--- src/rtl/acia_bridge_pkg.sv ---
// Shared types and constants for the W65C51N register-port bridge.
// Covers the FSM states, the register-select codes and the status bit positions.
package acia_bridge_pkg;

    typedef enum logic [2:0] {
        INIT_CMD,
        INIT_CTL,
        RD_STAT,
        EVAL,
        RD_DATA,
        CAPTURE,
        WR_DATA
    } state_e;

    localparam logic [1:0] RS_DATA = 2'b00;
    localparam logic [1:0] RS_STAT = 2'b01;
    localparam logic [1:0] RS_CMD  = 2'b10;
    localparam logic [1:0] RS_CTRL = 2'b11;

    localparam int ST_PE   = 0;
    localparam int ST_FE   = 1;
    localparam int ST_OVR  = 2;
    localparam int ST_RDRF = 3;
    localparam int ST_TDRE = 4;

    typedef struct packed {
        logic       cs;
        logic       rw;
        logic [1:0] rs;
        logic [7:0] din;
    } bus_t;

    localparam bus_t BUS_IDLE = '{cs: 1'b0, rw: 1'b1, rs: RS_DATA, din: 8'h00};

    function automatic bus_t bus_write(input logic [1:0] rs, input logic [7:0] din);
        return '{cs: 1'b1, rw: 1'b0, rs: rs, din: din};
    endfunction

    function automatic bus_t bus_read(input logic [1:0] rs);
        return '{cs: 1'b1, rw: 1'b1, rs: rs, din: 8'h00};
    endfunction

endpackage

--- src/rtl/acia_bus_bridge_sync_fifo.sv ---
// First-word-fall-through synchronous FIFO; the head is valid whenever empty_o is low.
// An extra pointer bit tells full from empty when the index bits match.
module sync_fifo #(
    parameter int WIDTH = 8,
    parameter int DEPTH = 16
) (
    input  logic             clk,
    input  logic             rst,
    input  logic             push_i,
    input  logic [WIDTH-1:0] din_i,
    input  logic             pop_i,
    output logic             full_o,
    output logic             empty_o,
    output logic [WIDTH-1:0] head_o
);

    localparam int AW = $clog2(DEPTH);

    logic [AW:0]      wr_ptr_q, wr_ptr_d;
    logic [AW:0]      rd_ptr_q, rd_ptr_d;
    logic [WIDTH-1:0] mem_q [DEPTH];
    logic             do_push;
    logic             do_pop;

    assign empty_o = (wr_ptr_q == rd_ptr_q);
    assign full_o  = (wr_ptr_q[AW] != rd_ptr_q[AW]) &&
                     (wr_ptr_q[AW-1:0] == rd_ptr_q[AW-1:0]);
    assign head_o  = mem_q[rd_ptr_q[AW-1:0]];

    assign do_push = push_i && !full_o;
    assign do_pop  = pop_i && !empty_o;

    always_comb begin
        wr_ptr_d = wr_ptr_q;
        rd_ptr_d = rd_ptr_q;
        if (do_push) wr_ptr_d = wr_ptr_q + (AW+1)'(1);
        if (do_pop)  rd_ptr_d = rd_ptr_q + (AW+1)'(1);
    end

    always_ff @(posedge clk) begin
        if (rst) begin
            wr_ptr_q <= '0;
            rd_ptr_q <= '0;
        end else begin
            wr_ptr_q <= wr_ptr_d;
            rd_ptr_q <= rd_ptr_d;
        end
    end

    // Storage needs no reset: contents are discarded by clearing the pointers.
    always_ff @(posedge clk) begin
        if (do_push) mem_q[wr_ptr_q[AW-1:0]] <= din_i;
    end

endmodule

--- src/rtl/acia_bus_bridge.sv ---
// Autonomous master for a W65C51N-style UART port: programs CMD/CTRL after reset,
// then polls status, draining RX bytes into one FIFO and feeding TX bytes from another.
//
// state    | meaning
// INIT_CMD | write CMD_INIT to the command register
// INIT_CTL | write CTRL_INIT to the control register
// RD_STAT  | read strobe on the status register
// EVAL     | decode returned status, pick next action
// RD_DATA  | read strobe on the receive data register
// CAPTURE  | push returned byte into the RX FIFO
// WR_DATA  | write TX FIFO head to the transmit register, pop it
module acia_bus_bridge
    import acia_bridge_pkg::*;
#(
    parameter int         FIFO_DEPTH = 16,
    parameter logic [7:0] CMD_INIT   = 8'h00,
    parameter logic [7:0] CTRL_INIT  = 8'h1E
) (
    input  logic       clk,
    input  logic       rst,
    input  logic [7:0] tx_data_i,
    input  logic       tx_valid_i,
    output logic       tx_ready_o,
    output logic [7:0] rx_data_o,
    output logic       rx_valid_o,
    input  logic       rx_ready_i,
    output logic       err_overrun_o,
    output logic       err_framing_o,
    input  logic       err_clr_i,
    output logic       ua_cs_o,
    output logic       ua_rw_o,
    output logic       ua_rs1_o,
    output logic       ua_rs0_o,
    output logic [7:0] ua_din_o,
    input  logic [7:0] ua_dout_i
);

    state_e     state_q, state_d;
    bus_t       bus_q, bus_d;
    logic       run_q;
    logic       err_ovr_q, err_ovr_d;
    logic       err_fe_q, err_fe_d;

    logic       tx_full, tx_empty, tx_pop;
    logic [7:0] tx_head;
    logic       rx_full, rx_empty, rx_push;

    sync_fifo #(.WIDTH(8), .DEPTH(FIFO_DEPTH)) u_tx_fifo (
        .clk     (clk),
        .rst     (rst),
        .push_i  (tx_valid_i),
        .din_i   (tx_data_i),
        .pop_i   (tx_pop),
        .full_o  (tx_full),
        .empty_o (tx_empty),
        .head_o  (tx_head)
    );

    sync_fifo #(.WIDTH(8), .DEPTH(FIFO_DEPTH)) u_rx_fifo (
        .clk     (clk),
        .rst     (rst),
        .push_i  (rx_push),
        .din_i   (ua_dout_i),
        .pop_i   (rx_ready_i),
        .full_o  (rx_full),
        .empty_o (rx_empty),
        .head_o  (rx_data_o)
    );

    assign tx_ready_o = !tx_full;
    assign rx_valid_o = !rx_empty;

    always_comb begin
        state_d   = state_q;
        tx_pop    = 1'b0;
        rx_push   = 1'b0;
        err_ovr_d = err_clr_i ? 1'b0 : err_ovr_q;
        err_fe_d  = err_clr_i ? 1'b0 : err_fe_q;

        // The cycle that leaves reset re-enters INIT_CMD so its strobe is the first one seen.
        if (!run_q) begin
            state_d = INIT_CMD;
        end else begin
            unique case (state_q)
                INIT_CMD: state_d = INIT_CTL;
                INIT_CTL: state_d = RD_STAT;
                RD_STAT:  state_d = EVAL;
                EVAL: begin
                    if (ua_dout_i[ST_OVR]) err_ovr_d = 1'b1;
                    if (ua_dout_i[ST_FE])  err_fe_d  = 1'b1;
                    if (ua_dout_i[ST_RDRF] && !rx_full)
                        state_d = RD_DATA;
                    else if (ua_dout_i[ST_TDRE] && !tx_empty)
                        state_d = WR_DATA;
                    else
                        state_d = RD_STAT;
                end
                RD_DATA:  state_d = CAPTURE;
                CAPTURE: begin
                    rx_push = 1'b1;
                    state_d = RD_STAT;
                end
                WR_DATA: begin
                    tx_pop  = 1'b1;
                    state_d = RD_STAT;
                end
                default:  state_d = INIT_CMD;
            endcase
        end
    end

    // Bus fields are registered from the next state so they line up with state_q.
    always_comb begin
        bus_d = BUS_IDLE;
        unique case (state_d)
            INIT_CMD: bus_d = bus_write(RS_CMD, CMD_INIT);
            INIT_CTL: bus_d = bus_write(RS_CTRL, CTRL_INIT);
            RD_STAT:  bus_d = bus_read(RS_STAT);
            RD_DATA:  bus_d = bus_read(RS_DATA);
            WR_DATA:  bus_d = bus_write(RS_DATA, tx_head);
            default:  bus_d = BUS_IDLE;
        endcase
    end

    always_ff @(posedge clk) begin
        if (rst) begin
            state_q   <= INIT_CMD;
            bus_q     <= BUS_IDLE;
            run_q     <= 1'b0;
            err_ovr_q <= 1'b0;
            err_fe_q  <= 1'b0;
        end else begin
            state_q   <= state_d;
            bus_q     <= bus_d;
            run_q     <= 1'b1;
            err_ovr_q <= err_ovr_d;
            err_fe_q  <= err_fe_d;
        end
    end

    assign ua_cs_o       = bus_q.cs;
    assign ua_rw_o       = bus_q.rw;
    assign ua_rs1_o      = bus_q.rs[1];
    assign ua_rs0_o      = bus_q.rs[0];
    assign ua_din_o      = bus_q.din;
    assign err_overrun_o = err_ovr_q;
    assign err_framing_o = err_fe_q;

endmodule
--- config.mk ---
export PLATFORM = sky130hd
export DESIGN_NAME = acia_bus_bridge
export DESIGN_NICKNAME = d
export VERILOG_FILES = /design/src/rtl/acia_bridge_pkg.sv /design/src/rtl/acia_bus_bridge_sync_fifo.sv /design/src/rtl/acia_bus_bridge.sv
export SDC_FILE = /design/constraint.sdc
export NUM_CORES = 1
export LEC_CHECK = 0
export ABC_CLOCK_PERIOD_IN_PS = 2200
export BUFFER_PORTS_ARGS = -buffer_cell sky130_fd_sc_hd__clkbuf_2
export CORE_MARGIN = 2
export CORE_UTILIZATION = 55
export CTS_CLUSTER_DIAMETER = 40
export DETAILED_ROUTE_END_ITERATION = 10
export MAX_ROUTING_LAYER = met4
export PLACE_DENSITY = 0.79
export SYNTH_ARGS = -nofsm -noshare
export SYNTH_HDL_FRONTEND = slang
export SYNTH_SLANG_ARGS = --single-unit
export TNS_END_PERCENT = 30
--- constraint.sdc ---
create_clock -name clk -period 2.2 [get_ports clk]
set_clock_uncertainty 0.2 [all_clocks]
set_input_delay 0.44 -clock clk [delete_from_list [all_inputs] [get_ports clk]]
set_output_delay 0.44 -clock clk [all_outputs]
set_load 0.02 [all_outputs]
# Word level (Yosys, flattened, before mapping)

Memories as Yosys holds them, arrays and structs flattened. A register that Yosys moved wholly into a read port is not among the register bits.
Index checks and enable logic that the tools add are counted.

Flip-flop bits (word level): 38
Bits in writable memories: 256
Bits of input ports: 21
Output and inout bits: 24
Word-level logic and storage cells: 75
Memories kept: 2

Memory list:

| name            | words | bits a word | read ports | clocked after Yosys merged registers in | write ports | RTL line                        | RTL |
|---|---|---|---|---|---|---|---|
| u_rx_fifo.mem_q | 16    | 8           | 1          | 1                                       | 1           | acia_bus_bridge_sync_fifo.sv:21 | `logic [WIDTH-1:0] mem_q [DEPTH];` |
| u_tx_fifo.mem_q | 16    | 8           | 1          | 1                                       | 1           | acia_bus_bridge_sync_fifo.sv:21 |  |

Add/sub/neg operators: 4
Equal/unequal tests: 16
Multiplexer cells: 26
Reductions and logical operators: 15

Operators by type and width:

| operator            | number |
|---|---|
| $pmux 12 s5         | 1 |
| $add 5x1->5 const B | 4 |
| $mux 1              | 17 |
| $mux 4              | 4 |
| $eq 3x3->1 const B  | 5 |
| $pmux 3 s5          | 1 |
| $eq 5x5->1          | 2 |
| $eq 3x2->1 const B  | 3 |
| $mux 3              | 3 |
| $eq 4x4->1          | 2 |
| $logic_and 1x1->1   | 8 |
| $eq 3x1->1 const B  | 2 |
| $logic_not 3->1     | 2 |
| $logic_not 1->1     | 4 |
| $reduce_or 3->1     | 1 |
| $ne 1x1->1          | 2 |

# Longest topological paths before layout

Gate-level depths: netlist of run 1.

Word-level depth: 9
Depth in mapped cells: 7
Mapped depth without buffers: 5

# By module

Synthesis of run 1 repeated with hierarchy kept, for this count alone.

Cell total of the unflattened synthesis: 633
Area total of the unflattened synthesis: 12351.8 um^2

By module, submodules not included:

| module          | instances | cells each | area each (um^2) | seq. area each (um^2) |
|---|---|---|---|---|
| sync_fifo       | 2         | 283        | 5829.3           | 4124.0 |
| acia_bus_bridge | 1         | 67         | 693.2            | 360.3 |

# Worst setup path after synthesis of run 1

OpenSTA, ideal clock, no wires.

Path kind: register to output
Start point: reg with a tool-made name
End point: out rx_data_o[0]
Arrival: 1874 ps
Required time: 1560 ps
Path slack: -314 ps
Cell stages (with the launch flop): 5
Path buffers: 2
Path through: dfxtp_1 clkbuf_1 buf_2 mux4_2 mux4_2

RTL lines:

| what             | RTL line              | RTL |
|---|---|---|
| end: declaration | acia_bus_bridge.sv:24 | `output logic [7:0] rx_data_o,` |

==> results of run 1 <==
==> area by class of cell <==
cell class,count,area [um2]
Clock inverter,20,163
Tap cell,275,344
Clock buffer,44,931
Multi-Input combinational cell,265,3170
Inverter,9,33.8
Timing Repair Buffer,126,1010
Fill cell,1292,6800
Sequential cell,302,8630
==> tightest hold or removal path, cell delays in order <==
cell,delay [ns]
clkbuf_2,0.08
inv_1,0.06
a32oi_1,0.05
nor2_1,0.07
==> how the worst max path moves through the flow <==
stage,startpoint,end,slack [ns]
2_1_floorplan,run_q,u_rx_fifo.mem_q[1][0],-0.15
3_3_place_gp,flop,rx_data_o[2],-0.21
3_5_place_dp,flop,rx_data_o[3],-0.25
4_1_cts,flop,rx_data_o[3],-0.78
5_1_grt,flop,rx_data_o[1],-0.81
6_report,flop,rx_data_o[1],-0.76
==> per-layer routing <==
| layer | part of all wire | track usage | vias up |
|---|---|---|---|
| met3 | 0.078 | 0.0482 | 61 |
| met5 | 0 | - | - |
| li1 | - | - | 2702 |
| met4 | 0.026 | 0.0794 | 0 |
| met2 | 0.50 | 0.396 | 344 |
| met1 | 0.40 | 0.340 | 3285 |
==> cells by family after synthesis <==
logic type / after synthesis
xor+xnor: 25
mux: 83
simple gates: 113
fa+ha+maj: 10
flops: 302
buf+inv: 39
compound gates: 34
==> flip-flops by register name (all words and copies together), names as in the netlist, named ones only <==
name and count:
u_tx_fifo.mem_q 128, ua_cs_o 1, u_rx_fifo.mem_q 128, ua_rs1_o 1, u_tx_fifo.wr_ptr_q 5, run_q 1
u_tx_fifo.rd_ptr_q 5, state_q 3, u_rx_fifo.rd_ptr_q 5, err_overrun_o 1, ua_rs0_o 1, ua_rw_o 1
ua_din_o 8, u_rx_fifo.wr_ptr_q 5, err_framing_o 1
==> power breakdown <==
part | internal (W) | switching [W] | total [W] | leakage (nW)
registers | 0.00625 | 0.0000189 | 0.00626 | 2.69
clock network | 0.00308 | 0.00230 | 0.00538 | 0.531
logic | 0.000124 | 0.000201 | 0.000325 | 1.61
total | 0.00945 | 0.00252 | 0.0120 | 4.83
==> through the flow <==
| step | utilization | std cells | instance area (um2) | hold WS [ns] | setup TNS, ns |
|---|---|---|---|---|---|
| final | 0.677 | 1041 | 14300 | 0.0329 | -5.81 |
| after detailed placement | 0.614 | 969 | 13000 | 0.283 | -4.00 |
| after CTS | 0.674 | 1040 | 14200 | 0.0161 | -5.99 |
| after global placement | 0.614 | 969 | 13000 | 0.272 | -1.44 |
| after floorplan | - | 606 | 11900 | 0.316 | -3.54 |
| after global routing | 0.677 | 1041 | 14300 | 0.0555 | -6.39 |
==> timing repair <==
action | CTS | global route
setup buffers | 7 | 2
pin swaps | 8 | 7
gates resized for setup | 32 | 24
setup endpoints to repair | 73 | 104
==> synth_stat cells, drive strengths merged <==
master / count
mux2: 2
nor2b: 10
nor3: 6
nor3b: 5
and2: 5
nor2: 38
xnor2: 15
o2111ai: 2
and4: 1
o21ai: 2
ha: 10
dfxtp: 46
o32a: 1
a21bo: 2
buf: 20
a21boi: 1
edfxtp: 256
a211oi: 3
inv: 9
mux2i: 4
nand3: 6
and3b: 1
o31ai: 4
nand2: 12
mux4: 77
o41ai: 1
o211ai: 6
or3: 1
a221oi: 1
xor2: 10
a32oi: 2
nand4: 3
and3: 18
a22oi: 3
nand2b: 4
a21oi: 5
nand3b: 3
o21a: 1
clkbuf: 10
==> flow_summary.yaml, run 1 <==
floorplanning:
  initial_core_util: 0.562
  ios: 45
  die_y_um: 151
  die-area_mm2: 0.0227
  coreArea_mm2: 0.0211
  fp-row-count: 53
  die_w_um: 151
worst_setup_path:
  crit_path_start_kind: "flop"
  cpPeakStageDelay_ns: 0.54
  crit_required_ns: 1.56
  worst-r2r-setup-slack_ns: 0.05
  crit_path_top_delay_cell: "mux4_2"
  cp.depth: 4
  crit_chain: "buf_4 > mux4_2 > mux4_2 > buf_2"
  critPathMaxFanout: 4
  critPathBufInv: 2
  crit_path_end_kind: "output port"
  arrival_ns: 2.32
  crit_type: "reg2out"
  crit_top_cell: "mux4_2"
  ff2ff_path_depth: 4
  cpLargestDelayFamily: "multiplexers"
  worst_r2r_endpoint: "ua_din_o[6]"
run_status:
  violations: "setup timing"
  status: "complete, but fails checks"
worst_hold_path:
  hold_end: "err_overrun_o"
  hp-start: "err_clr_i"
  min_path_type: "in2reg"
  holdPathStages: 4
sta:
  worstMarginPinSlew_ns: 0.624
  slew_headroom: 0.584
  rsz0062_at_grt: "yes"
  finalHoldViolations: 0
  drv_slew: 0
  finalCritPeriodShare: 1.35
  setup_viol: 9
  period_needed_ns: 2.96
  timing.fmax_ghz: 0.337
  fin_ws_ns: -0.765
global_routing:
  antenna_found_initial: 0
  grt_pass1_wl_um: 40000
  grt_overflow: 0
  grt_max_degree: 33
  grt_pass1_vias: 6687
  grt_usage: 0.252
yosys:
  synth_xor_area_frac: 0.0204
  yosys.area.top_type: "edfxtp_1"
  syn_inst: 606
  synth_area_mm2: 0.0119
  yosys-top-cells-area: "edfxtp_1 (65%), mux4_2 (15%), dfxtp_1 (7.8%)"
  synthAdderAreaFrac: 0.0106
  yosys.area_share.simple: 0.0505
  postSynthAreaPerCell_um2: 19.6
  synth.distinct_cells: 46
  yosys_register_bits: 302
  synth-compound-area-share: 0.0241
  synthMuxAreaShare: 0.152
  synth_nets: 637
  synth_top_area_frac: 0.648
  yosys_warnings: 0
  synth_top_family_by_area: "multiplexers"
  seq_area_frac_synth: 0.726
cells_and_area:
  num_antenna_cells: 0
  mostFrequentLayoutCells: "edfxtp_1 (256), mux4_2 (77), buf_4 (70)"
  layout_commonest_cell: "edfxtp_1"
  area_delta_synth_final_pct: 20.5
  layout.nets: 770
  drive_gt1_frac: 0.388
clocking:
  cts_tree: "yes"
  root_buffer: "clkbuf_16"
  clk_pin_slew_ns: 0.06
  cts.sink_count: 302
  clk_path_buf_depth: 3
  clk_latency_ns: 0.52
  cts_buffers: 35
  hold_buffers: 0
  htree_levels: 2
pwr:
  p_total_w: 0.0120
  power_density_mw_per_mm2: 838
  ir_worst_vdd_mv: 0.447
  p_leak_nw: 4.83
flow_run:
  drv_cap: 0
routing:
  drt_iter0_drc: 625
  drt-wirelength-per-cell_um: 25.5
  drtPass1Iterations: 6
  viasPerCell: 6.14
  vias: 6392
  drc_errors: 0
  ant_nets: 0
  totalWireLength_um: 26600
place:
  hpwl_um: 16000
  io_buffer_count: 44
  dp_slack_ns: -0.247
  gp_congestion: 0.828
Note: power is estimated with default switching activity, not from simulation.
==> run 2: changes to the inputs <==
Settings changed: SETUP_SLACK_MARGIN from default to 0.02.
==> flow_summary.yaml, run 2 (synthesis gave the netlist of run 1 again) <==
run_status:
  status: "complete, but fails checks"
  violations: "setup timing"
clocking:
  clk_latency_ns: 0.52
  root_buffer: "clkbuf_16"
  hold_buffers: 0
  clk_path_buf_depth: 3
  cts_buffers: 35
  htree_levels: 2
  clk_pin_slew_ns: 0.06
  cts.sink_count: 302
  cts_tree: "yes"
cells_and_area:
  layout.nets: 773
  mostFrequentLayoutCells: "edfxtp_1 (256), mux4_2 (77), buf_4 (72)"
  area_delta_synth_final_pct: 20.7
  fill_cells: 1284
  final_area_mm2: 0.0143
  drive_gt1_frac: 0.393
  num_antenna_cells: 0
  layout_commonest_cell: "edfxtp_1"
sta:
  timing.hold.ws_ns: 0.0344
  worstMarginPinSlew_ns: 0.627
  timing.fmax_ghz: 0.337
  period_needed_ns: 2.97
  setup_viol: 10
  finalCritPeriodShare: 1.35
  finalHoldViolations: 0
  slew_headroom: 0.582
  drv_slew: 0
  fin_ws_ns: -0.767
  rsz0062_at_grt: "yes"
worst_setup_path:
  critPathBufInv: 2
  critPathMaxFanout: 4
  crit_path_end_kind: "output port"
  crit_required_ns: 1.56
  crit_top_cell: "mux4_2"
  crit_path_top_delay_cell: "mux4_2"
  cp.depth: 4
  ff2ff_path_depth: 4
  crit_path_start_kind: "flop"
  cpLargestDelayFamily: "multiplexers"
  crit_chain: "buf_4 > mux4_2 > mux4_2 > buf_2"
  arrival_ns: 2.33
  crit_type: "reg2out"
  cpPeakStageDelay_ns: 0.54
floorplanning:
  fp-row-count: 53
  die_y_um: 151
  die_w_um: 151
  coreArea_mm2: 0.0211
  initial_core_util: 0.562
  ios: 45
  die-area_mm2: 0.0227
routing:
  drtPass1Iterations: 7
  ant_nets: 0
  vias: 6478
  drc_errors: 0
  totalWireLength_um: 26900
  drt-wirelength-per-cell_um: 25.8
  viasPerCell: 6.20
  drt_iter0_drc: 689
place:
  place_area_mm2: 0.0130
  io_buffer_count: 44
  hpwl_um: 16000
  gp_congestion: 0.828
pwr:
  power_density_mw_per_mm2: 838
  p_leak_nw: 4.84
  p_total_w: 0.0120
  ir_worst_vdd_mv: 0.445
global_routing:
  antenna_found_initial: 0
  grt_pass1_vias: 6679
  grt_overflow: 0
  grt_max_degree: 33
  grt_usage: 0.252
  grt_pass1_wl_um: 40100
flow_run:
  drv_cap: 0
worst_hold_path:
  min_path_type: "in2reg"
  holdPathStages: 4
run 2: worst paths after layout:
path	endpoint	from	slack [ns]
max	rx_data_o[1]	flop	-0.77
min	err_overrun_o	err_clr_i	0.03
max reg2reg	ua_din_o[6]	flop	0.08
min reg2reg	err_overrun_o	err_overrun_o	0.30
run 2: worst reg2reg max path: cells and delay by family, from the launching register on:
family	cells	cell delay (ns)
buffers and inverters	1	0.21
DFF	1	0.33
muxes	2	1.11
and+or+nand+nor	1	0.16
run 2: power breakdown:
| part | total, W | internal, W | switching [W] |
|---|---|---|---|
| registers | 0.00626 | 0.00625 | 0.0000188 |
| clock network | 0.00539 | 0.00308 | 0.00231 |
| logic | 0.000339 | 0.000133 | 0.000206 |
run 2: repair_timing:
item / in CTS / in global routing
pin swaps: 8 / 8
resized for setup: 33 / 25
setup buffers: 7 / 4
endpoints found under the setup margin: 103 / 112
run 2: through the flow:
stage | cells | worst slack [ns] | setup TNS [ns] | util
after floorplan | 606 | -0.154 | -3.54 | -
after global placement | 969 | -0.213 | -1.44 | 0.614
after detailed placement | 969 | -0.247 | -4.00 | 0.614
after CTS | 1040 | -0.781 | -5.99 | 0.674
after global routing | 1044 | -0.806 | -6.33 | 0.679
final | 1044 | -0.767 | -5.89 | 0.679
run 2: layout make-up:
type                            instances  area, um2  share of cell area
Tap cell                              275        344              0.0240
Sequential cell                       302       8640               0.604
Timing Repair Buffer                  129       1040              0.0727
Multi-Input combinational cell        265       3160               0.221
Clock buffer                           44        931              0.0651
Inverter                                9       33.8             0.00236
Clock inverter                         20        163              0.0114
run 2: per-layer routing:
layer	up-vias	track usage	routed length (um)
li1	2708	-	-
met1	3304	0.340	10500
met2	396	0.396	13400
met3	70	0.0503	2380
met4	0	0.0794	688
met5	-	-	0
==> run 3: changes to the inputs <==
Settings changed: SYNTH_HIERARCHICAL from default to 1.
==> flow_summary.yaml, run 3 <==
cells_and_area:
  final_area_mm2: 0.0151
  layout.nets: 802
  area_delta_synth_final_pct: 22.0
  stdcell_count: 1080
  num_antenna_cells: 0
  mostFrequentLayoutCells: "edfxtp_1 (256), mux4_2 (63), buf_4 (54)"
  layout_commonest_cell: "edfxtp_1"
  fill_cells: 1294
  drive_gt1_frac: 0.386
  final_util: 0.686
floorplanning:
  die_y_um: 154
  fp-row-count: 54
  initial_core_util: 0.563
  die_w_um: 154
  ios: 45
  coreArea_mm2: 0.0220
  die-area_mm2: 0.0237
clocking:
  cts.sink_count: 302
  root_buffer: "clkbuf_16"
  cts_buffers: 38
  htree_levels: 2
  clk_pin_slew_ns: 0.06
  cts_tree: "yes"
  clk_path_buf_depth: 3
  clk_latency_ns: 0.52
yosys:
  yosys_warnings: 6
  yosys.area.top_type: "edfxtp_1"
  synth-edff-count: 256
  synth_top_flop_cell: "edfxtp_1"
  synth_top_area_frac: 0.622
  synth.distinct_cells: 53
  synth.most_common_cell: "edfxtp_1"
  postSynthAreaPerCell_um2: 19.5
  synth_area_mm2: 0.0124
  syn_inst: 633
  yosys_register_bits: 302
  yosys-top-cells-area: "edfxtp_1 (62%), mux4_1 (10%), dfxtp_1 (7.5%)"
  yosys-top-cells-count: "edfxtp_1 (256), mux4_1 (48), dfxtp_1 (46)"
  ys_async_sr_fraction: 0
  seq_area_frac_synth: 0.697
  synth_nets: 664
place:
  hpwl_um: 16200
  io_buffer_count: 44
  place_area_mm2: 0.0134
  gp_congestion: 0.856
  dp_cells: 993
worst_setup_path:
  crit_type: "reg2out"
  critPathMaxFanout: 6
  crit_path_start_kind: "flop"
  crit_path_end_kind: "output port"
  crit_required_ns: 1.56
  arrival_ns: 2.40
sta:
  setup_viol: 10
  fin_tns_setup_ns: -6.55
  slew_headroom: 0.614
  timing.hold.ws_ns: 0.0594
  rsz0062_at_grt: "yes"
  period_needed_ns: 3.04
  timing.fmax_ghz: 0.329
  fin_ws_ns: -0.835
  finalCritPeriodShare: 1.38
  drv_slew: 0
  worstMarginPinSlew_ns: 0.578
  finalHoldViolations: 0
routing:
  drtPass1Iterations: 5
  viasPerCell: 6.19
  drc_errors: 0
  drt_iter0_drc: 620
  vias: 6689
  totalWireLength_um: 27600
  drt-wirelength-per-cell_um: 25.5
  ant_nets: 0
global_routing:
  grt_pass1_vias: 6772
  grt_pass1_wl_um: 40800
  antenna_found_initial: 0
  grt_overflow: 0
  grt_usage: 0.239
  grt_max_degree: 33
pwr:
  ir_worst_vdd_mv: 0.659
  p_leak_nw: 5.19
  power_density_mw_per_mm2: 906
run_status:
  violations: "setup timing"
  status: "complete, but fails checks"
worst_hold_path:
  min_path_type: "in2reg"
flow_run:
  drv_cap: 0
## run 3: cell types whose count changed after synthesis, sizes merged, moves of 6 or more
cell | previous run | this run
o311ai | 0 | 8
nor3 | 6 | 0
and3 | 18 | 30
and4 | 1 | 12
nor2 | 38 | 22
xor2 | 10 | 3
mux2 | 2 | 10
a21oi | 5 | 14
inv | 9 | 24
## run 3: path summary, 6_finish.rpt
check	depth (start not counted)	slack, ns	to	from
setup reg to reg	9	0.03	ua_din_o[7]	u_rx_fifo/wr_ptr_q[1]
hold reg to reg	2	0.35	u_tx_fifo/rd_ptr_q[1]	u_tx_fifo/rd_ptr_q[1]
hold / removal	4	0.06	err_overrun_o	err_clr_i
setup / recovery	5	-0.84	rx_data_o[2]	flop
## run 3: worst max-delay path, stage by stage (launching register included)
cell and delay [ns]:
dfxtp_4 0.37, buf_12 0.14, buf_16 0.14, mux4_2 0.53, mux4_2 0.54, buf_8 0.16
## run 3: metal layers
metal	track usage	vias up	part of all wire
li1	-	2899	-
met1	0.295	3442	0.38
met2	0.413	312	0.54
met3	0.0361	36	0.060
met4	0.0730	0	0.019
met5	-	-	0
## run 3: what timing repair did
| item | in CTS | in global routing |
|---|---|---|
| setup endpoints to repair | 14 | 98 |
| pin swaps | 0 | 12 |
| hold buffers | 0 | 0 |
| resized for setup | 16 | 70 |
| cloned | 3 | 2 |
| buffers inserted | 2 | 11 |
## run 3: through the flow
stage          power [W]  worst slack [ns]
2_1_floorplan    0.00699           -0.0381
3_3_place_gp     0.00723            -0.196
3_5_place_dp     0.00727            -0.264
4_1_cts           0.0136            -0.808
5_1_grt           0.0140            -0.862
6_report          0.0137            -0.835
## run 3: final cells by class
type                       count  area [um2]  area share
sequential                   302        8640       0.573
inverter                      26        97.6     0.00648
multi-input combinational    277        3420       0.227
tap                          280         350      0.0233
clock inverter                24         297      0.0197
timing repair buffer         126        1290      0.0855
clock buffer                  45         977      0.0649
## run 3: kinds of logic (layout without fill, tap and decap cells)
| kind of cell | after synthesis | in the layout | share of synthesized area |
|---|---|---|---|
| flops | 302 | 302 | 0.697 |
| simple gates | 105 | 105 | 0.0506 |
| mux | 94 | 94 | 0.173 |
| compound gates | 55 | 55 | 0.0360 |
| buf+inv | 54 | 221 | 0.0243 |
| xor+xnor | 13 | 13 | 0.00922 |
| fa+ha+maj | 10 | 10 | 0.0101 |
## run 3: report_power, final
part           total, W  switching (W)  internal (W)  leakage (nW)
sequential      0.00629      0.0000325       0.00626          2.69
clock           0.00619        0.00245       0.00374         0.614
combinational   0.00117       0.000555      0.000614          1.89
